File: src/rtl/uart_rx.sv
// UART receiver: 2-flop synchronized line, oversampled mid-bit sampling, 8N1 framing.
// Define UART_RX_PARITY_EN for 8E1 framing with parity_err reporting.
//   state     | meaning
//   IDLE      | line idle, waiting for falling edge
//   START     | qualifying start bit at mid-bit
//   DATA      | sampling 8 data bits, LSB first
//   PARITY    | sampling even-parity bit (UART_RX_PARITY_EN only)
//   STOP      | sampling stop bit, deliver byte or flag framing error
//   WAIT_IDLE | line held low after bad stop bit, wait for high
module uart_rx #(
   parameter int CLK_FREQ   = 50_000_000,
   parameter int BAUD       = 115_200,
   parameter int OVERSAMPLE = 16
) (
   input  logic       clk,
   input  logic       rst_n,
   input  logic       rx,
   output logic [7:0] rx_data,
   output logic       rx_valid,
   output logic       frame_err,
   output logic       parity_err
);

   localparam int DIV = CLK_FREQ / (BAUD * OVERSAMPLE);
   localparam int DW  = (DIV > 1) ? $clog2(DIV) : 1;
   localparam int SW  = $clog2(OVERSAMPLE);
   localparam logic [DW-1:0] DIV_LAST  = DW'(DIV - 1);
   localparam logic [SW-1:0] SCNT_MID  = SW'(OVERSAMPLE / 2 - 1);
   localparam logic [SW-1:0] SCNT_LAST = SW'(OVERSAMPLE - 1);

   typedef enum logic [2:0] {
      IDLE,
      START,
      DATA,
`ifdef UART_RX_PARITY_EN
      PARITY,
`endif
      STOP,
      WAIT_IDLE
   } state_t;

   state_t        state_q;
   logic          sync1_q;
   logic          rxs_q;
   logic [DW-1:0] divcnt_q;
   logic [SW-1:0] scnt_q;
   logic [2:0]    bidx_q;
   logic [7:0]    shift_q;
   logic [7:0]    rx_data_q;
   logic          rx_valid_q;
   logic          frame_err_q;
   logic          tick;
   logic          start_det;

   always_ff @(posedge clk or negedge rst_n) begin
      if (!rst_n) begin
         sync1_q <= 1'b1;
         rxs_q   <= 1'b1;
      end else begin
         sync1_q <= rx;
         rxs_q   <= sync1_q;
      end
   end

   assign tick      = (divcnt_q == DIV_LAST);
   assign start_det = (state_q == IDLE) && !rxs_q;

   // Divider restarts on the start edge so mid-bit lands a fixed distance after it.
   always_ff @(posedge clk or negedge rst_n) begin
      if (!rst_n) begin
         divcnt_q <= '0;
      end else if (start_det || tick) begin
         divcnt_q <= '0;
      end else begin
         divcnt_q <= divcnt_q + 1'b1;
      end
   end

`ifdef UART_RX_PARITY_EN
   logic par_bad_q;
   logic parity_err_q;
   assign parity_err = parity_err_q;
`else
   assign parity_err = 1'b0;
`endif

   always_ff @(posedge clk or negedge rst_n) begin
      if (!rst_n) begin
         state_q     <= IDLE;
         scnt_q      <= '0;
         bidx_q      <= '0;
         shift_q     <= '0;
         rx_data_q   <= 8'h00;
         rx_valid_q  <= 1'b0;
         frame_err_q <= 1'b0;
`ifdef UART_RX_PARITY_EN
         par_bad_q    <= 1'b0;
         parity_err_q <= 1'b0;
`endif
      end else begin
         rx_valid_q  <= 1'b0;
         frame_err_q <= 1'b0;
`ifdef UART_RX_PARITY_EN
         parity_err_q <= 1'b0;
`endif
         case (state_q)
            IDLE: begin
               if (!rxs_q) begin
                  state_q <= START;
                  scnt_q  <= '0;
               end
            end
            START: begin
               if (tick) begin
                  if (scnt_q == SCNT_MID) begin
                     if (!rxs_q) begin
                        state_q <= DATA;
                        scnt_q  <= '0;
                        bidx_q  <= '0;
                     end else begin
                        state_q <= IDLE;
                     end
                  end else begin
                     scnt_q <= scnt_q + 1'b1;
                  end
               end
            end
            DATA: begin
               if (tick) begin
                  if (scnt_q == SCNT_LAST) begin
                     shift_q <= {rxs_q, shift_q[7:1]};
                     scnt_q  <= '0;
                     bidx_q  <= bidx_q + 3'd1;
                     if (bidx_q == 3'd7) begin
`ifdef UART_RX_PARITY_EN
                        state_q <= PARITY;
`else
                        state_q <= STOP;
`endif
                     end
                  end else begin
                     scnt_q <= scnt_q + 1'b1;
                  end
               end
            end
`ifdef UART_RX_PARITY_EN
            PARITY: begin
               if (tick) begin
                  if (scnt_q == SCNT_LAST) begin
                     par_bad_q <= rxs_q ^ (^shift_q);
                     scnt_q    <= '0;
                     state_q   <= STOP;
                  end else begin
                     scnt_q <= scnt_q + 1'b1;
                  end
               end
            end
`endif
            STOP: begin
               if (tick) begin
                  if (scnt_q == SCNT_LAST) begin
                     scnt_q <= '0;
                     if (rxs_q) begin
                        rx_data_q  <= shift_q;
                        rx_valid_q <= 1'b1;
`ifdef UART_RX_PARITY_EN
                        parity_err_q <= par_bad_q;
`endif
                        state_q <= IDLE;
                     end else begin
                        frame_err_q <= 1'b1;
                        state_q     <= WAIT_IDLE;
                     end
                  end else begin
                     scnt_q <= scnt_q + 1'b1;
                  end
               end
            end
            WAIT_IDLE: begin
               if (rxs_q) begin
                  state_q <= IDLE;
               end
            end
            default: state_q <= IDLE;
         endcase
      end
   end

   assign rx_data   = rx_data_q;
   assign rx_valid  = rx_valid_q;
   assign frame_err = frame_err_q;

endmodule

File: config.mk
export PLATFORM = sky130hd
export DESIGN_NAME = uart_rx
export DESIGN_NICKNAME = d
export VERILOG_FILES = /design/src/rtl/uart_rx.sv
export SDC_FILE = /design/constraint.sdc
export NUM_CORES = 1
export LEC_CHECK = 0
export ABC_AREA = 1
export CAP_MARGIN = 20
export CORE_ASPECT_RATIO = 2
export CORE_UTILIZATION = 61
export DETAILED_ROUTE_END_ITERATION = 12
export GPL_TIMING_DRIVEN = 0
export MAX_ROUTING_LAYER = met4
export PLACE_DENSITY_LB_ADDON = 0.2
export SLEW_MARGIN = 15
export SYNTH_ARGS = -nofsm -noshare
export SYNTH_HDL_FRONTEND = slang
export SYNTH_SLANG_ARGS = --single-unit
export TNS_END_PERCENT = 1
File: constraint.sdc
create_clock -name clk -period 2.3 [get_ports clk]
set_clock_uncertainty 0.15 [all_clocks]
set_input_delay 0.69 -clock clk [delete_from_list [all_inputs] [get_ports clk]]
set_output_delay 0.69 -clock clk [all_outputs]
set_load 0.005 [all_outputs]
After elaboration in Yosys (flattened, before gate mapping)
Cells that the tools add are included.
Storage, ports and cells
  register bits after elaboration: 35
  bits in latches: 0
  memory bits (writable): 0
  bits in read-only memories: 0
  bits of input ports: 3
  output and inout bits: 11
  word-level logic and storage cells: 77
  memories kept: 0
Operators by class
  $add $sub $neg: 3
  multiply operators: 0
  div/mod/pow operators: 0
  magnitude comparators: 0
  equal/unequal tests: 19
  shift-type cells: 0
  mux-type cells: 33
  bitwise logic cells: 0
  reduce and logical (&&, ||, !) cells: 12
Operators by type and width (number)
  two-way mux 3 bit: 15
  two-way mux 4 bit: 5
  inequality test 2 bit, second input constant: 10
  case mux 3 bit (5 select lines): 1
  case mux 4 bit (3 select lines): 1
  AND reduction 9 bit: 1
  two-way mux 1 bit: 8
  equality test 3 x 2 -> 1 bit, second input constant: 2
  equality test 3 bit, second input constant: 2
  case mux 3 bit (2 select lines): 1
  AND reduction 3 bit: 2
  AND reduction 6 bit: 1
  adder 5 x 1 -> 5 bit, second input constant: 1
  equality test 5 bit, second input constant: 1
  two-way mux 5 bit: 1
  adder 4 x 1 -> 4 bit, second input constant: 1
  equality test 4 x 3 -> 1 bit, second input constant: 1
  equality test 4 bit, second input constant: 1
  AND reduction 4 bit: 1
  adder 3 x 1 -> 3 bit, second input constant: 1
  equality test 3 x 1 -> 1 bit, second input constant: 1
  logical NOT 3 bit: 1
  nonzero test 3 bit: 1
  two-way mux 2 bit: 1
  other kinds (6): 6

Logic depth before layout (Yosys ltp)
Gate-level depths: netlist of run 1.
  depth after elaboration: 5
  gate-level depth with buffers: 10
  gate-level depth less buffers: 10

Least setup slack after synthesis of run 1
OpenSTA, ideal clock, no wires.
  kind: reg2reg
  from: register divcnt_q[0]
  to: register rx_data_q[5] (netlist: rx_data[5])
  library setup time: 117 ps
  arrival time: 1313 ps
  data required time: 2033 ps
  path slack: 720 ps
  stages on the path, launching flop included: 9
  path buffers: 1
  period minus slack after synthesis: 1580 ps
  path through: dfrtp_1 inv_1 ha_1 nand4_4 nor2_4 nand4_4 buf_6 nand2_2 o21ai_2
On the way
  word-level cells in the longest chain between the ends: 2
RTL lines
  start, declared: line 45  | logic [DW-1:0] divcnt_q;
  start signal, assigned: line 75  | divcnt_q <= divcnt_q + 1'b1;
  equality test 5 bit: line 65  | assign tick = (divcnt_q == DIV_LAST);
  AND reduction 4 bit (no line)
  end signal, assigned: line 164  | rx_data_q <= shift_q;
  end, declared: line 49  | logic [7:0] rx_data_q;
Every way passes these cells.
A chain may end at the register's enable or synchronous reset.

Final worst setup path of run 1
  from: register rx_data_q[6] (netlist: rx_data[6])
  to: output port rx_data[6]
RTL lines
  end, declared: line 18  | output logic [7:0] rx_data,
No word-level cell between the ends.

==> results list, run 1 <==
* RePlAce Congestion: 0.901
* Worst-path fanout max: 2
- DRC: 0
* Final non-filler cell total: 248
- Setup repair after global routing left no endpoint under its margin.
- The routed layout has 1404 vias.
- The netlist uses 28 different library cells.
- The run finished with clean final reports.
- Setup slack after layout: 0.300 ns
- STA classifies the critical path endpoint as an output port.
- Post-DP Area: 1910 µm²
- After the last flow step, the layout net total stands at 226.
- Global routing consumed, over all layers together, 28.8% of the routing resources.
- The most critical setup path has its startpoint at rx_data[6].
- Worst-case clock buffer depth: 2
* Mean area per synthesized cell: 8.84 µm²
- Dividing total power by cell area gives a power density of 543 nW/µm².
* Clk slew on worst S/H paths: 0.07 ns
- Antenna violations before repair: 0
* Number of gates given a new drive strength after cts: 0
- Element type at the critical path start: register
- CTS H-tree depth: 2
- Floorplan core area: 2740 µm²
- Clock insertion delay at the later pin of the skew report: 0.28 ns
- After synthesis the cells add up to 1760 µm².
- Sequential cells account for 57.2% of the total power.
* Share of the synthesized area in the top cell type: 46.9%
- DRT iter0 DRCs: 57
- Cell family with the largest share of critical-path delay: buffers and inverters
* Measured slew at the worst slew-check pin: 0.760 ns
- HPWL after detailed placement: 2670 µm
- Counting the fill cells in the layout gives 205.
* Max Freq: 500 MHz
- Share of the yosys chip area belonging to registers: 49.9%
- Chip height: 77.9 µm
- The critical path is of the register to output port type.
- Registers take 878 µm².
- Cell internal power was estimated by the tool at 0.000864 W.
- The die covers 3120 µm².
- Combinational share of power: 1.8%
- Using the TritonRoute via totals, the vias-per-cell ratio works out to 5.66.
- The floorplan has 27 rows.
* Crit path buffers/inverters: 1
- During synthesis, Yosys emitted a total of 0 warnings.
- The number of nets handed over by synthesis was 207.
* Top-level I/O count: 14
- Of all cell types, the one taking the most synthesized area is sky130_fd_sc_hd__dfrtp_1.
- Number of optimization iterations in the first detailed-route pass: 4
- Buffers inserted during post-CTS setup optimization: 0
- In the final routed layout, each cell accounts on average for 14.5 µm.
- The via count of the first global-routing pass came to 1414.
* Largest net degree at the start of global routing: 36
- For this run, the share of the core covered by cells in the final layout is 73.2%.
* Final period util: 86.9%
* CTS tree: built
* Synth top area cells: sky130_fd_sc_hd__dfrtp_1 47%, sky130_fd_sc_hd__nand2_1 12%, sky130_fd_sc_hd__nor2_1 3.8%, sky130_fd_sc_hd__nand3_1 3.7%, sky130_fd_sc_hd__inv_1 3.6%
- IR analysis of the VDD net gives a maximum drop of 0.732 mV.
- After technology mapping, the gate count stands at 199.
* Worst min-delay path startpoint: sync1_q
* First-pass GRT wire length: 5980 µm
* Hold Crit Class: register to register
* Num CTS Buffers: 5
- Max stage delay on crit path: 0.51 ns
- Total detailed-routing wirelength: 3600 µm
* Number of instances in the placed design: 240
* Register bit count reported by yosys: 35
* Placement Setup Slack: 0.529 ns
- The initial utilization of the core area, before any placement, comes to 64.3%.
- Count of buffers inserted at the top-level ports: 12
- Width of the chip: 40.0 µm
* Reg-to-reg startpoint: divcnt_q[0]
- Post-route design area: 2000 µm²
- In this run, post-CTS hold repair placed 0 buffers.
* Area of the multi-input gates: 758 µm²
* Cell chosen for the clock root: sky130_fd_sc_hd__clkbuf_8
* Sum of negative setup slack: 0 ns
- The post-route netlist has 17.8% of its cells at a drive strength greater than 1.
* Final critical delay including setup and external delays: 2.00 ns
- Net switching is 20.5% of the power.
- Number of failing hold endpoints at the final stage: 0
* Headroom to the max-slew limit: 49.4%
* Total setup violations reported at the end of the flow: 0
- Across the run, the number of max-cap violations was 0.
* Number of pins exceeding their max-slew limit in the final report: 0
- Antenna Nets Post-Route: 0
- Gr ovfl total: 0
- Crit path DAT: 1.16 ns
- In this run the static leakage power is 0.951 nW.
- Area growth from synthesis to final layout: 13.8%
* Required time of the worst setup path: 1.46 ns
- Clock Sinks: 35
- Switching Power: 0.000223 W
* Critical path, cell by cell: clkdlybuf4s50_1
- The clock network is responsible for 41.1% of the overall power.
- Library cell contributing the largest single delay on the critical path: sky130_fd_sc_hd__clkdlybuf4s50_1
- Antenna diode count: 0
==> path summary, 6_finish.rpt <==
check,endpoint,slack [ns],cells after the start
max,rx_data[6],0.30,1
min,rxs_q,0.21,0
max reg2reg,rx_data[0],0.52,8
min reg2reg,rxs_q,0.21,0
max in group asynchronous,shift_q[0],1.19,1
min in group asynchronous,rx_data[7],0.33,1
==> cells in the final DEF (no fill, tap or decap), types with 3 or more instances in the layout <==
master	Yosys	routed
sky130_fd_sc_hd__nor2_2	3	3
sky130_fd_sc_hd__nand2_1	57	57
sky130_fd_sc_hd__nor2_4	3	3
sky130_fd_sc_hd__o21ai_1	9	9
sky130_fd_sc_hd__o21ai_2	7	7
sky130_fd_sc_hd__dfrtp_1	33	33
sky130_fd_sc_hd__buf_6	3	3
sky130_fd_sc_hd__clkbuf_8	0	6
sky130_fd_sc_hd__nand2_2	4	4
sky130_fd_sc_hd__nand3_1	13	13
sky130_fd_sc_hd__inv_1	17	17
sky130_fd_sc_hd__o21ai_0	7	7
sky130_fd_sc_hd__nor2_1	18	18
sky130_fd_sc_hd__ha_1	5	5
sky130_fd_sc_hd__clkdlybuf4s50_1	0	11
==> cells in the mapped netlist <==
| master | number |
|---|---|
| sky130_fd_sc_hd__nand2_1 | 57 |
| sky130_fd_sc_hd__dfrtp_1 | 33 |
| sky130_fd_sc_hd__nor2_1 | 18 |
| sky130_fd_sc_hd__inv_1 | 17 |
| sky130_fd_sc_hd__nand3_1 | 13 |
| sky130_fd_sc_hd__o21ai_1 | 9 |
| sky130_fd_sc_hd__o21ai_0 | 7 |
| sky130_fd_sc_hd__o21ai_2 | 7 |
| sky130_fd_sc_hd__ha_1 | 5 |
| sky130_fd_sc_hd__nand2_2 | 4 |
| sky130_fd_sc_hd__buf_6 | 3 |
| sky130_fd_sc_hd__nor2_2 | 3 |
| sky130_fd_sc_hd__nor2_4 | 3 |
| sky130_fd_sc_hd__buf_4 | 2 |
| sky130_fd_sc_hd__dfstp_2 | 2 |
| sky130_fd_sc_hd__nand4_4 | 2 |
| sky130_fd_sc_hd__xnor2_1 | 2 |
| sky130_fd_sc_hd__xor2_1 | 2 |
| sky130_fd_sc_hd__a21oi_1 | 1 |
| sky130_fd_sc_hd__a21oi_2 | 1 |
| sky130_fd_sc_hd__conb_1 | 1 |
| sky130_fd_sc_hd__inv_2 | 1 |
| sky130_fd_sc_hd__inv_4 | 1 |
| sky130_fd_sc_hd__nand3_2 | 1 |
| sky130_fd_sc_hd__nand4_1 | 1 |
| sky130_fd_sc_hd__nor3_1 | 1 |
| sky130_fd_sc_hd__nor3b_1 | 1 |
| sky130_fd_sc_hd__or2_2 | 1 |
==> cells by family (layout without fill, tap and decap cells) <==
logic type,count (synthesis),after routing,synth area share (%)
AOI/OAI and AO/OA,25,25,8.82
xor gates and xnor gates,4,4,1.99
adders and majority gates,5,5,3.56
buffers and inverters,24,44,6.97
DFF,35,35,49.9
other,1,1,0.213
and+or+nand+nor,105,105,28.5
==> through the flow <==
step                hold WS, ns  total power (W)
global placement          0.196         0.000652
detailed placement        0.204         0.000652
CTS                       0.210          0.00110
finish                    0.209          0.00109
global route              0.219          0.00113
floorplan                 0.195         0.000636
==> flip-flops by register name, summed over array words and instances, names as in the netlist <==
register and cells:
scnt_q 4, state_q 3, rxs_q 1, rx_valid 1, rx_data 8, sync1_q 1
frame_err 1, bidx_q 3, shift_q 8, divcnt_q 5
==> power groups by stage <==
| stage | logic [W] | registers [W] | clock network, W |
|---|---|---|---|
| finish | 0.0000192 | 0.000621 | 0.000446 |
| global route | 0.0000230 | 0.000621 | 0.000490 |
| CTS | 0.0000199 | 0.000621 | 0.000458 |
| detailed placement | 0.0000199 | 0.000632 | 0 |
| global placement | 0.0000202 | 0.000632 | 0 |
| floorplan | 0.00000444 | 0.000632 | 0 |
==> layer usage <==
metal / vias to the layer above / share of wire, % / GRT usage [%]
li1: 670 / - / -
met1: 675 / 35 / 29.1
met4: 0 / 3.5 / 16.6
met2: 45 / 58 / 47.6
met3: 14 / 3.3 / 5.14
met5: - / 0 / -
==> cell type report <==
type / count / share of cell area [%]
Buffer: 5 / 2.44
Clock buffer: 7 / 4.31
Clock inverter: 1 / 0.250
Inverter: 19 / 3.69
Multi-Input combinational cell: 140 / 37.9
Sequential cell: 35 / 43.9
Tap cell: 29 / 1.81
Timing Repair Buffer: 12 / 5.75
(Power assumes the default switching activity.)
==> run 2: changes to the inputs <==
- CTS_CLUSTER_DIAMETER: not set -> 80
==> results of run 2 <==
Same layout as run 1: the final DEF is identical, and so are final timing and power.
